**config.mk**
```make
export PLATFORM = sky130hd
export DESIGN_NAME = display_uart_tx
export DESIGN_NICKNAME = d
export VERILOG_FILES = /design/src/rtl/display_uart_pkg.sv /design/src/rtl/display_uart_tx_hex_to_ascii.sv /design/src/rtl/display_uart_tx.sv
export SDC_FILE = /design/constraint.sdc
export NUM_CORES = 1
export LEC_CHECK = 0
export ABC_AREA = 1
export CAP_MARGIN = 20
export CORE_MARGIN = 3
export CORE_UTILIZATION = 45
export DETAILED_ROUTE_END_ITERATION = 10
export MAX_ROUTING_LAYER = met4
export PLACE_DENSITY_LB_ADDON = 0.15
export SYNTH_ARGS = -nofsm -noshare
export SYNTH_HDL_FRONTEND = slang
export SYNTH_HIERARCHICAL = 1
export SYNTH_SLANG_ARGS = --single-unit
```
**constraint.sdc**
```tcl
create_clock -name clk -period 3 [get_ports clk]
set_input_delay 0.6 -clock clk [delete_from_list [all_inputs] [get_ports clk]]
set_output_delay 0.6 -clock clk [all_outputs]
set_load 0.03 [all_outputs]
```
**src/rtl/display_uart_pkg.sv**
```systemverilog
// Shared types and ASCII constants for the display UART streamer.
package display_uart_pkg;

  typedef enum logic [2:0] {
    IDLE   = 3'd0,
    LOAD   = 3'd1,
    SEND   = 3'd2,
    STROBE = 3'd3,
    WAIT   = 3'd4,
    DONE   = 3'd5
  } state_t;

  localparam logic [7:0] ASCII_CR    = 8'h0D;
  localparam logic [7:0] ASCII_LF    = 8'h0A;
  localparam logic [7:0] ASCII_0     = 8'h30;
  // 'A' minus 10, so a nibble of 10..15 maps straight onto 'A'..'F'
  localparam logic [7:0] ASCII_A_M10 = 8'h37;

endpackage

```
**src/rtl/display_uart_tx_hex_to_ascii.sv**
```systemverilog
// Combinational nibble to uppercase ASCII hex digit.
module hex_to_ascii
  import display_uart_pkg::*;
(
  input  logic [3:0] nibble,
  output logic [7:0] ascii
);

  // Digits 0-9 offset from '0', 10-15 offset so they land on 'A'-'F'.
  always_comb begin
    if (nibble < 4'd10) ascii = ASCII_0 + {4'b0000, nibble};
    else                ascii = ASCII_A_M10 + {4'b0000, nibble};
  end

endmodule

```
**src/rtl/display_uart_tx.sv**
```systemverilog
// Streams the CPU display word to the UART byte port as ASCII hex,
// MSB nibble first, optionally terminated with CR LF.
//
// state  | meaning
// -------+-----------------------------------------------------------
// IDLE   | no frame; watch for value change, pending request
// LOAD   | capture value into snapshot/last_sent, clear pending
// SEND   | wait for txready, then present char(idx) and raise txclk
// STROBE | txclk high for this single cycle
// WAIT   | wait for the UART to drop txready (byte accepted)
// DONE   | frame_done high for one cycle
module display_uart_tx
  import display_uart_pkg::*;
#(
  parameter int WIDTH     = 32,   // must be a multiple of 4
  parameter bit SEND_CRLF = 1'b1
) (
  input  logic             clk,
  input  logic             reset,
  input  logic             enable,
  input  logic [WIDTH-1:0] value,
  input  logic             send_req,
  input  logic             txready,
  output logic [7:0]       txdata,
  output logic             txclk,
  output logic             busy,
  output logic             frame_done
);

  localparam int NIBBLES = WIDTH / 4;
  localparam int IDX_W   = $clog2(NIBBLES + 2);
  localparam logic [IDX_W-1:0] LAST = IDX_W'(NIBBLES - 1 + 2 * int'(SEND_CRLF));

  state_t           state;
  state_t           next_state;
  logic [IDX_W-1:0] idx;
  logic [WIDTH-1:0] snapshot;
  logic [WIDTH-1:0] last_sent;
  logic             pending;

  logic             start_frame;
  logic             byte_go;
  logic             byte_acked;
  logic             last_byte;
  logic [3:0]       nibble;
  logic [7:0]       digit_char;
  logic [7:0]       next_char;
  int               idx_int;

  assign start_frame = enable && (pending || (value != last_sent));
  assign byte_go     = (state == SEND) && txready;
  assign byte_acked  = (state == WAIT) && !txready;
  assign last_byte   = (idx == LAST);
  assign idx_int     = int'({{(32-IDX_W){1'b0}}, idx});

  // Pick the snapshot nibble addressed by idx, MSB nibble at idx 0.
  always_comb begin
    nibble = 4'h0;
    for (int i = 0; i < NIBBLES; i++) begin
      if (idx == IDX_W'(i)) nibble = snapshot[WIDTH-1-4*i -: 4];
    end
  end

  hex_to_ascii u_hex_to_ascii (
    .nibble (nibble),
    .ascii  (digit_char)
  );

  // Character for the current index: hex digit, then CR, then LF.
  always_comb begin
    next_char = ASCII_LF;
    if (idx_int < NIBBLES)       next_char = digit_char;
    else if (idx_int == NIBBLES) next_char = ASCII_CR;
  end

  // Next-state decode for the byte handshake.
  always_comb begin
    next_state = state;
    case (state)
      IDLE:    if (start_frame) next_state = LOAD;
      LOAD:    next_state = SEND;
      SEND:    if (txready) next_state = STROBE;
      STROBE:  next_state = WAIT;
      WAIT:    if (!txready) next_state = last_byte ? DONE : SEND;
      DONE:    next_state = IDLE;
      default: next_state = IDLE;
    endcase
  end

  // State register.
  always_ff @(posedge clk or posedge reset) begin
    if (reset) state <= IDLE;
    else       state <= next_state;
  end

  // Frame capture and character index; the frame only ever reads snapshot,
  // so value may move freely while a frame is in flight.
  always_ff @(posedge clk or posedge reset) begin
    if (reset) begin
      snapshot  <= '0;
      last_sent <= '0;
      idx       <= '0;
    end else if (state == LOAD) begin
      snapshot  <= value;
      last_sent <= value;
      idx       <= '0;
    end else if (byte_acked && !last_byte) begin
      idx <= idx + 1'b1;
    end
  end

  // Sticky resend request; a request landing in LOAD itself is kept so it
  // produces one further frame rather than being lost.
  always_ff @(posedge clk or posedge reset) begin
    if (reset)                 pending <= 1'b1;
    else if (send_req)         pending <= 1'b1;
    else if (state == LOAD)    pending <= 1'b0;
  end

  // Registered outputs; txdata holds its last byte between strobes.
  always_ff @(posedge clk or posedge reset) begin
    if (reset) begin
      txdata     <= 8'h00;
      txclk      <= 1'b0;
      busy       <= 1'b0;
      frame_done <= 1'b0;
    end else begin
      txclk      <= byte_go;
      busy       <= (next_state != IDLE);
      frame_done <= (next_state == DONE);
      if (byte_go) txdata <= next_char;
    end
  end

endmodule

```
==> out/results.tsv <==
stage	metric	value	unit
critical_path	required arrival time at the worst endpoint	3.23	ns
critical_path	maximum single-stage delay on the critical path	0.41	ns
die	Initial Utilization	47.8	%
critical_path	timing startpoint of the critical path	idx[1]$_DFFE_PP0P_	
global_route	Total Routing Usage GR	19.2	%
clocking	Worst-Skew Late Latency	0.30	ns
layout	post-route standard cell area excluding fillers	0.00379	mm2
timing	final hold viol count	0	
critical_path	r2r endpoint	txdata[2]$_DFFE_PP0P_	
critical_path	worst path bufs/invs	4	
status	outcome	completed	
clocking	count of instances resized after the clock tree is built	0	
synth	Netlist Area Pre-Place	0.00312	mm2
power_and_ir_drop	total power after layout	3.41	mW
die	vertical die dimension	89.3	um
synth	Post-synth EDFFs	0	
min_path	type of the tightest min-delay check	flip-flop to flip-flop	
die	core outline area	0.00653	mm2
synth	number of distinct standard cells referenced by the synthesized netlist	31	
timing	Setup-failing EPs final	0	
clocking	Num CTS Buffers	5	
clocking	CTS tree	done	
critical_path	CP Launch Type	flip-flop	
synth	area share of the leading cell type in the synthesized netlist	40.0	%
critical_path	Register-to-Register Path Depth	19	
synth	largest family of logic cells by synthesized area	simple AND/OR/NAND/NOR gates	
global_route	number of global-route vias before repair	2661	
timing	final worst-path cycle share	81.2	%
place	Final GP Congestion	0.889	
timing	maximum frequency from static timing analysis	0.411	GHz
synth	library cell occupying the most area in the post-synthesis netlist	dfrtp_1	
clocking	Clock transition at path regs	0.09	ns
synth	Synth Area in XOR/XNOR	2.52	%
die	full die area	0.00798	mm2
detailed_routing	Routed wire per std cell	11.7	um
die	count of pins on the block boundary	48	
clocking	clock sink count	51	
timing	setup repair after global routing missed its margin	no	
synth	synthesized-area fraction occupied by ao, oa, aoi and oai cells	11.1	%
clocking	clock tree buffer depth	2	
detailed_routing	length of the first detailed-routing pass in iterations	4	
critical_path	register-to-register path setup slack	0.57	ns
clocking	hold buffer count at CTS	0	
timing	Period minus WS final	2.43	ns
timing	number of max-slew violations in the final report	0	
critical_path	critical path's slowest cell	dfrtp_1	
synth	number of instances in the synthesized netlist	465	
min_path	critical hold path startpoint	txdata[3]$_DFFE_PP0P_	
critical_path	Arr. time, crit path	2.66	ns
synth	sequential-to-total area share from yosys stat	40.9	%
run	count of maximum capacitance violations	0	
synth	Synth Warn #	6	
detailed_routing	Post-DRT Antenna Nets	0	
power_and_ir_drop	power per unit of standard cell area	900	mW/mm2
synth	mean instance size in the synthesized netlist	6.72	um2
place	cell area after placement	0.00369	mm2
synth	prevailing post-synth register cell	dfrtp_1	
clocking	H-tree lvl count	2	
critical_path	Critical path destination	txdata[2]$_DFFE_PP0P_	
timing	Layout Skew	0.00689	ns
critical_path	Worst R2R Start	idx[1]$_DFFE_PP0P_	
synth	fraction of registers with async set or reset after synthesis	100	%
detailed_routing	count of unresolved DRC violations after routing	0	
layout	post-route core utilization	58.0	%
power_and_ir_drop	standby leakage power	1.94	nW
global_route	maximum number of pins on one net before global-route repair	60	
global_route	initial antenna violation count	0	
detailed_routing	drt total wl	6890	um
synth	top cells by count, synth	nand2_1 (169), inv_1 (83), dfrtp_1 (50)	
synth	synthesized-area fraction occupied by adder cells	2.00	%
layout	count of antenna diodes in the layout	0	
critical_path	number of stages on the worst setup path	19	
critical_path	Max FO, Critical Path	6	
critical_path	element type at the critical path end	flip-flop	
synth	register bit total from synthesis	51	
critical_path	CP Class	flip-flop to flip-flop	
detailed_routing	DR vias	2870	
layout	area growth from synthesis to final layout	21.2	%
place	detailed placer's ending HPWL	5390	um
timing	summed negative setup slack over all endpoints	0	ns
detailed_routing	detailed router's first-iteration violation count	86	
timing	slew at the pin closest to its max-slew limit	0.571	ns
synth	most common cell in the synthesized netlist	nand2_1	
place	count of input and output buffers	47	
critical_path	most frequent cell on the critical path	nand2_1	
detailed_routing	DR vias/cell	4.86	
global_route	wire length of the first global-routing pass	11700	um
critical_path	CP cell instances	inv_1, ha_1, inv_1, nor2_1, nand2_1, nand3_1, nand2_1, nand2_1, nand2_1, nand2_1, nand2_1, nand2_1, inv_1, ha_1, inv_1, o21ai_1, nand2_1, nand2_1, a21oi_1	
die	die boundary width	89.3	um
power_and_ir_drop	worst IR drop on VDD	0.638	mV
critical_path	top cell family by delay on the critical path	simple AND/OR/NAND/NOR gates	
clocking	Clk Tree Root Cell	clkbuf_8	
timing	worst slew margin relative to its limit	61.9	%
die	number of cell rows	29	
synth	post-synthesis net count	507	
synth	top cells by area, synth	dfrtp_1 (40%), nand2_1 (20%), inv_1 (10%), o21ai_0 (6.7%), nor2_1 (3.6%)	
clocking	buffers inserted during post-CTS setup optimization	0	
layout	layout cells sized above 1	4.87	%
synth	mux contribution to synthesized area	0	%
global_route	total grt overflow	0	
layout	Net count, final	554	
synth	simple-gate portion of the synthesized area	31.6	%
==> area by class of cell <==
class,count,area (um2)
Clock buffer,8,100
Fill cell,641,2750
Sequential cell,51,1280
Multi-Input combinational cell,318,1480
Tap cell,77,96.3
Timing Repair Buffer,50,505
Inverter,86,323
==> sequential cells by signal (all words and copies together) (netlist names) <==
name and cells:
busy 1, idx 4, frame_done 1, txclk 1
state 3, last_sent 32, pending 1, txdata 8
==> worst min-delay path: stages, from the launching register on <==
cell	delay, ns
dfrtp_1	0.35
nand2_1	0.06
nand2_1	0.05
==> report_power, final <==
| group | total, mW | leakage (nW) | internal (mW) | switching, mW |
|---|---|---|---|---|
| Clock | 0.432 | 0.0515 | 0.211 | 0.221 |
| Sequential | 1.23 | 0.635 | 1.00 | 0.227 |
| Combinational | 1.75 | 1.26 | 0.652 | 1.09 |
| Total | 3.41 | 1.94 | 1.86 | 1.54 |
==> placed cells by master, fill, tap and decap left out, drive strengths merged, types with 3 or more instances in the layout <==
master and instances:
clkdlybuf4s50 47, xor2 3, nor3 5, o21ai 48, xnor2 6, buf 3, inv 86, nand4 5
nand3 23, clkbuf 8, nor2 33, a21oi 12, dfrtp 50, ha 5, nand2 171
==> metrics by stage <==
step	instances	hold slack (ns)	setup slack [ns]
floorplan	465	0.479	0.841
global placement	582	0.469	0.708
detailed placement	582	0.470	0.582
CTS	590	0.493	0.563
global route	590	0.521	0.225
finish	590	0.482	0.565
==> layer usage <==
layer  vias to the layer above  track usage [%]  routed length, um
met5                         -                -                  0
met4                         0             4.06                 63
met3                         6             3.04                224
met2                        49             31.6               3340
met1                      1300             25.0               3260
li1                       1515                -                  -
==> logic make-up (layout without fill, tap and decap cells) <==
kind of cell | Yosys count | in the layout
buffers and inverters | 96 | 144
other | 1 | 1
and+or+nand+nor | 240 | 240
AOI/OAI and AO/OA | 63 | 63
adders and majority gates | 5 | 5
DFF | 51 | 51
xor gates and xnor gates | 9 | 9
==> how the worst min path moves through the flow <==
stage	slack (ns)	cells past startpoint	end
3_5_place_dp	0.47	2	txdata[5]$_DFFE_PP0P_
6_report	0.48	2	txdata[3]$_DFFE_PP0P_
2_1_floorplan	0.48	2	last_sent[20]$_DFFE_PP0P_
3_3_place_gp	0.47	2	txdata[6]$_DFFE_PP0P_
5_1_grt	0.52	2	txdata[7]$_DFFE_PP0P_
4_1_cts	0.49	2	txdata[3]$_DFFE_PP0P_
(Power assumes the default switching activity.)
